File: src/rtl/if_id_stage.sv
// rtl/if_id_stage.sv - MIPS32 instruction fetch stage with IF/ID register and one-entry skid buffer
module if_id_stage #(
    parameter logic [31:0] RESET_PC = 32'h0000_0000
) (
    input  logic        clk,
    input  logic        rst_n,
    output logic        imem_req,
    output logic [31:0] imem_addr,
    input  logic        imem_ack,
    input  logic [31:0] imem_rdata,
    input  logic        stall,
    input  logic        redirect,
    input  logic [31:0] redirect_pc,
    output logic        id_valid,
    output logic [31:0] id_pc,
    output logic [31:0] id_pc_plus4,
    output logic [31:0] id_instr,
    output logic [4:0]  id_rs,
    output logic [4:0]  id_rt,
    output logic [4:0]  id_rd,
    output logic [15:0] id_imm16,
    output logic        id_sign_ext_ctrl
);

    typedef enum logic [1:0] {
        S_REQ  = 2'd0,
        S_BUF  = 2'd1,
        S_DROP = 2'd2
    } state_t;

    state_t      state;
    logic [31:0] pc;
    logic [31:0] drop_addr;
    logic [31:0] buf_instr;
    logic [31:0] buf_pc;
    logic [5:0]  id_opcode;

    // pc already points at the redirect target while DROP waits, so the
    // abandoned address is kept separately to hold imem_addr stable.
    assign imem_req  = rst_n && (state != S_BUF);
    assign imem_addr = (state == S_DROP) ? drop_addr : pc;

    always_ff @(posedge clk) begin
        if (!rst_n) begin
            state       <= S_REQ;
            pc          <= RESET_PC;
            drop_addr   <= 32'h0;
            buf_instr   <= 32'h0;
            buf_pc      <= 32'h0;
            id_valid    <= 1'b0;
            id_instr    <= 32'h0;
            id_pc       <= 32'h0;
            id_pc_plus4 <= 32'h0;
        end else if (redirect) begin
            pc       <= redirect_pc;
            id_valid <= 1'b0;
            if ((state != S_BUF) && !imem_ack) begin
                state     <= S_DROP;
                drop_addr <= imem_addr;
            end else begin
                state <= S_REQ;
            end
        end else begin
            case (state)
                S_REQ: begin
                    if (imem_ack) begin
                        pc <= pc + 32'd4;
                        if (stall) begin
                            buf_instr <= imem_rdata;
                            buf_pc    <= pc;
                            state     <= S_BUF;
                        end else begin
                            id_valid    <= 1'b1;
                            id_instr    <= imem_rdata;
                            id_pc       <= pc;
                            id_pc_plus4 <= pc + 32'd4;
                        end
                    end else if (!stall) begin
                        id_valid <= 1'b0;
                    end
                end
                S_BUF: begin
                    if (!stall) begin
                        id_valid    <= 1'b1;
                        id_instr    <= buf_instr;
                        id_pc       <= buf_pc;
                        id_pc_plus4 <= buf_pc + 32'd4;
                        state       <= S_REQ;
                    end
                end
                S_DROP: begin
                    if (imem_ack) begin
                        state <= S_REQ;
                    end
                end
                default: state <= S_REQ;
            endcase
        end
    end

    // Fields are slices of the registered word, so they change only with id_instr.
    assign id_opcode        = id_instr[31:26];
    assign id_rs            = id_instr[25:21];
    assign id_rt            = id_instr[20:16];
    assign id_rd            = id_instr[15:11];
    assign id_imm16         = id_instr[15:0];
    assign id_sign_ext_ctrl = !((id_opcode == 6'h0C) || (id_opcode == 6'h0D) || (id_opcode == 6'h0E));

endmodule

File: config.mk
export PLATFORM = sky130hd
export DESIGN_NAME = if_id_stage
export DESIGN_NICKNAME = d
export VERILOG_FILES = /design/src/rtl/if_id_stage.sv
export SDC_FILE = /design/constraint.sdc
export NUM_CORES = 1
export LEC_CHECK = 0
export CAP_MARGIN = 20
export CORE_ASPECT_RATIO = 1.4
export CORE_UTILIZATION = 45
export CTS_CLUSTER_SIZE = 25
export DETAILED_ROUTE_END_ITERATION = 10
export PLACE_DENSITY_LB_ADDON = 0.15
export SLEW_MARGIN = 0
export SYNTH_ARGS = -nofsm -noshare
export SYNTH_HDL_FRONTEND = slang
export SYNTH_SLANG_ARGS = --single-unit
File: constraint.sdc
create_clock -name clk -period 5 [get_ports clk]
set_input_delay 1 -clock clk [delete_from_list [all_inputs] [get_ports clk]]
set_output_delay 1 -clock clk [all_outputs]
set_load 0.05 [all_outputs]
# Word-level counts from Yosys, hierarchy flattened
# Cells that the tools add are included.
dict set report word_totals {
  register_bits 227
  input_bits 69
  out_inout_bits 162
  wordCells 71
}
dict set report classes {
  add_sub_neg 2
  eq_ne 14
  mux 27
  bitwise 2
  reduce_logical 17
}
# operator n
set op_table {}
lappend op_table {{$mux 32} 13}
lappend op_table {{$pmux 32 s2} 3}
lappend op_table {{$add 32x3->32 const B} 2}
lappend op_table {{$eq 6x4->1 const B} 3}
lappend op_table {{$ne 3x3->1 const B} 5}
lappend op_table {{$mux 2} 6}
lappend op_table {{$reduce_and 4->1} 2}
lappend op_table {{$ne 2x2->1 const B} 3}
lappend op_table {{$pmux 2 s3} 1}
lappend op_table {{$reduce_and 2->1} 3}
lappend op_table {{$reduce_bool 2->1} 3}
lappend op_table {{$reduce_and 5->1} 1}
lappend op_table {{$mux 1} 3}
lappend op_table {{$eq 2x1->1 const B} 1}
lappend op_table {{$eq 2x2->1 const B} 1}
lappend op_table {{$logic_and 1x1->1} 2}
lappend op_table {{$logic_not 1->1} 2}
lappend op_table {{$logic_not 2->1} 1}
lappend op_table {{$logic_or 1x1->1} 2}
lappend op_table {{$ne 2x1->1 const B} 1}
lappend op_table {{$not 1->1} 2}
lappend op_table {{$pmux 1 s2} 1}
lappend op_table {{$reduce_or 2->1} 1}

# Longest topological paths before layout
dict set report depth {
  ltp_word 4
  ltp_mapped 9
  ltp_nobuf 7
}

# Worst setup path after synthesis
# No wires, ideal clock.
dict set report synth_path {
  kind {register to output}
  start {register state[1]}
  end {output imem_addr[23]}
  t_arrival_ns 2.070
  required_time_ns 4.000
  slack_ns 1.930
  stages_incl_launch_ff 6
  path_buffers 3
  cell_sequence {dfxtp_1 > buf_2 > nor2b_1 > buf_2 > clkbuf_1 > o21ai_0}
}
dict set report synth_between {
  elab_chain_len 2
}
# element line
set synth_rtl {}
lappend synth_rtl {{from (decl)} 31} ;# state_t state;
lappend synth_rtl {{from (signal assigned)} 45} ;# state <= S_REQ;
lappend synth_rtl {{from (signal assigned)} 58} ;# state <= S_DROP;
lappend synth_rtl {{from (signal assigned)} 61} ;# state <= S_REQ;
lappend synth_rtl {{$eq 2x2->1} 41} ;# assign imem_addr = (state == S_DROP) ? drop_addr : pc;
lappend synth_rtl {{$mux 32} 41}
lappend synth_rtl {{to (decl)} 8} ;# output logic [31:0] imem_addr,
# Every way passes these cells.

# Final worst setup path
dict set report layout_path {
  start {register state[1]}
  end {output imem_addr[14]}
}
# The elaborated chain is that of the path after synthesis.

==> run summary <==
Total gr overflow -> 0
Unrepaired setup endpoints after global routing -> false
Max-cap violation count -> 0
Initial DRC count -> 554
Starting Density -> 46.0%
Worst skew pair latency -> 0.52 ns
Final nets -> 1527
DRT Wirelength -> 29200 um
Max frequency -> 265 MHz
First-pass GRT wire length -> 46700 um
Vias -> 9437
Largest net degree at the start of global routing -> 102
Commonest cells after routing, fill and taps aside -> nand2_1 (308), clkdlybuf4s50_1 (229), dfxtp_1 (225)
Setup Buffers After CTS -> 0
Fraction of layout cells with a size suffix above 1 -> 6.53%
Leakage -> 4.63 nW
Area of the die -> 24400 um2
Number of global-route vias before repair -> 8763
Top-level port count -> 231
Worst R2R End -> id_pc_plus4[14]$_SDFFE_PN0P_
Row count -> 66
Post-route setup TNS -> 0 ns
Antenna cells -> 0
Initial antenna violation count -> 0
Startpoint Class -> flop
Synth top area share -> 42.1%
CTS HTree Levels -> 1
Status -> finished, final reports clean
Top cells by area, synth -> dfxtp_1 (42%), nand2_1 (11%), a311oi_1 (5.2%), nor2_1 (5.0%), a21oi_1 (4.6%)
Crit-path leading delay family -> buffers and inverters
Core Area -> 23300 um2
CTS tree -> done
Worst-margin pin slew -> 1.09 ns
IO buf count -> 230
Endpoint class of the critical path -> output port
Die height -> 185 um
P&R area growth vs syn -> 26.2%
Detailed placer's ending HPWL -> 19700 um
Post-synthesis average cell area -> 8.03 um2
Vias per inst -> 5.31
Post-DR wirelength/cell -> 16.4 um
CP max FO -> 38
Worst hold start -> buf_instr[20]$_SDFFE_PN0P_
Hold Path Cell Cnt -> 2
Clock slew at reported path FFs -> 0.06 ns
Fill cells -> 2166
Critical path cell sequence -> nor2b_2, buf_4, mux2_2, clkdlybuf4s50_1
Hold-fix buffers at CTS -> 0
Final Util -> 58.0%
Worst Path Required -> 4.00 ns
Final setup vio count -> 0
Worst Path Buf+Inv -> 2
CTS Buf Count -> 22
Synthesized net count -> 1404
Type of the worst setup path -> reg -> out
Number of hold violations in the final report -> 0
Power per cell area -> 317 nW/um2
Max transition margin -> 27.5%
GRT Total Usage -> 23.5%
Top cell type by total area after synthesis -> dfxtp_1
Clock sinks -> 225
Final slew viol count -> 0
DP Area -> 12800 um2
Commonest non-fill, non-tap cell in the layout -> nand2_1
Die X -> 132 um
CTS root buf -> clkbuf_16
Post_cts resized -> 0
TritonRoute pass-1 iters -> 4
FF/Latch Area -> 4500 um2
Final RePlAce weighted congestion -> 0.866
Crit path DAT -> 2.77 ns
Synth async-reset ratio -> 0%
Delay of the slowest cell on the worst path -> 0.73 ns
R2R setup slack -> 2.43 ns
IR drop worst, VDD -> 0.291 mV
Period utilization -> 75.4%
Syn Inst Count -> 1333
Hold worst-path end -> id_instr[20]$_SDFFE_PN0P_
Mapped cell area -> 10700 um2
DR DRC count -> 0
Reg2reg start -> pc[2]$_SDFFE_PN0P_
Synth warnings -> 0
Post-synthesis register bit count -> 225
DP Worst Slack -> 1.28 ns
Area occupied by multi-input gates -> 5470 um2
Register area share after synthesis -> 42.1%
Antenna Violating Nets Remaining -> 0
HP Class -> reg -> reg
Worst Skew -> 0.0323 ns
Reg2Reg Depth -> 7
CTS max path bufs -> 3
Crit path max-delay cell type -> clkdlybuf4s50_1
Main synth FF type -> dfxtp_1
Minimum clock period -> 3.77 ns
Yosys cell types -> 48
Setup WS post-layout -> 1.23 ns
Post-Layout Inst Area -> 13500 um2
Post-synth EDFFs -> 0
-- area by class of cell --
type | instances | area share, %
multi-input cells | 949 | 40.4
inverters | 11 | 0.342
well taps | 306 | 2.83
flip-flops and latches | 225 | 33.3
clock inverters | 2 | 0.342
clock buffers | 36 | 4.76
repair buffers | 247 | 18.0
-- where the power goes --
| group | total [mW] | switching, mW | internal [mW] |
|---|---|---|---|
| Clock | 1.61 | 0.686 | 0.928 |
| Combinational | 0.720 | 0.457 | 0.263 |
| Sequential | 1.95 | 0.0883 | 1.87 |
| Total | 4.29 | 1.23 | 3.06 |
-- sequential cells by signal (all words and copies together), names as in the netlist --
register	flops
id_pc_plus4	30
state	2
id_valid	1
buf_pc	32
drop_addr	32
buf_instr	32
id_pc	32
pc	32
id_instr	32
-- cell families after synthesis --
group	count (synthesis)	share of synthesized area (%)
AOI/OAI and AO/OA	238	14.1
xor gates and xnor gates	83	6.79
adders and majority gates	2	0.234
buffers and inverters	159	7.22
DFF	225	42.1
muxes	67	6.57
and+or+nand+nor	559	23.0
-- tightest hold or removal path, delay by kind of cell, from the launching register on --
kind,cells,cell delay [ns]
DFF,1,0.31
AOI/OAI and AO/OA,1,0.07
and+or+nand+nor,1,0.05
-- per-layer routing --
layer / vias to the layer above / global-route usage (%) / wire length [um] / share of wire (%)
li1: 4746 / - / - / -
met3: 50 / 3.05 / 1620 / 5.6
met1: 4365 / 30.7 / 12900 / 44
met2: 276 / 40.3 / 14000 / 48
met5: - / 0 / 0 / 0
met4: 0 / 7.22 / 706 / 2.4
-- Yosys cell counts (all sizes together) (12+ instances only) --
| library cell | n |
|---|---|
| a21oi | 99 |
| a22oi | 12 |
| a311oi | 64 |
| buf | 76 |
| clkbuf | 72 |
| dfxtp | 225 |
| mux2 | 26 |
| mux2i | 41 |
| nand2 | 309 |
| nand3 | 42 |
| nand4 | 26 |
| nor2 | 142 |
| o21ai | 48 |
| xnor2 | 46 |
| xor2 | 37 |
-- worst max path at each step --
stage,start,endpoint,cells after the start
after global placement,redirect,id_pc_plus4[24]$_SDFFE_PN0P_,7
after floorplan,state[1]$_SDFFE_PN0P_,imem_addr[23],5
final,state[1]$_SDFFE_PN0P_,imem_addr[14],4
after detailed placement,redirect,id_pc_plus4[24]$_SDFFE_PN0P_,7
after CTS,state[1]$_SDFFE_PN0P_,imem_addr[14],4
after global routing,state[1]$_SDFFE_PN0P_,imem_addr[27],5
-- through the flow --
| step | power, mW | std cells | hold slack (ns) |
|---|---|---|---|
| global placement | 2.71 | 1738 | 0.442 |
| detailed placement | 2.71 | 1738 | 0.446 |
| CTS | 4.33 | 1776 | 0.452 |
| finish | 4.29 | 1776 | 0.445 |
| global route | 4.45 | 1776 | 0.468 |
| floorplan | 2.47 | 1333 | 0.437 |
Power figures use the tool's default switching activity.
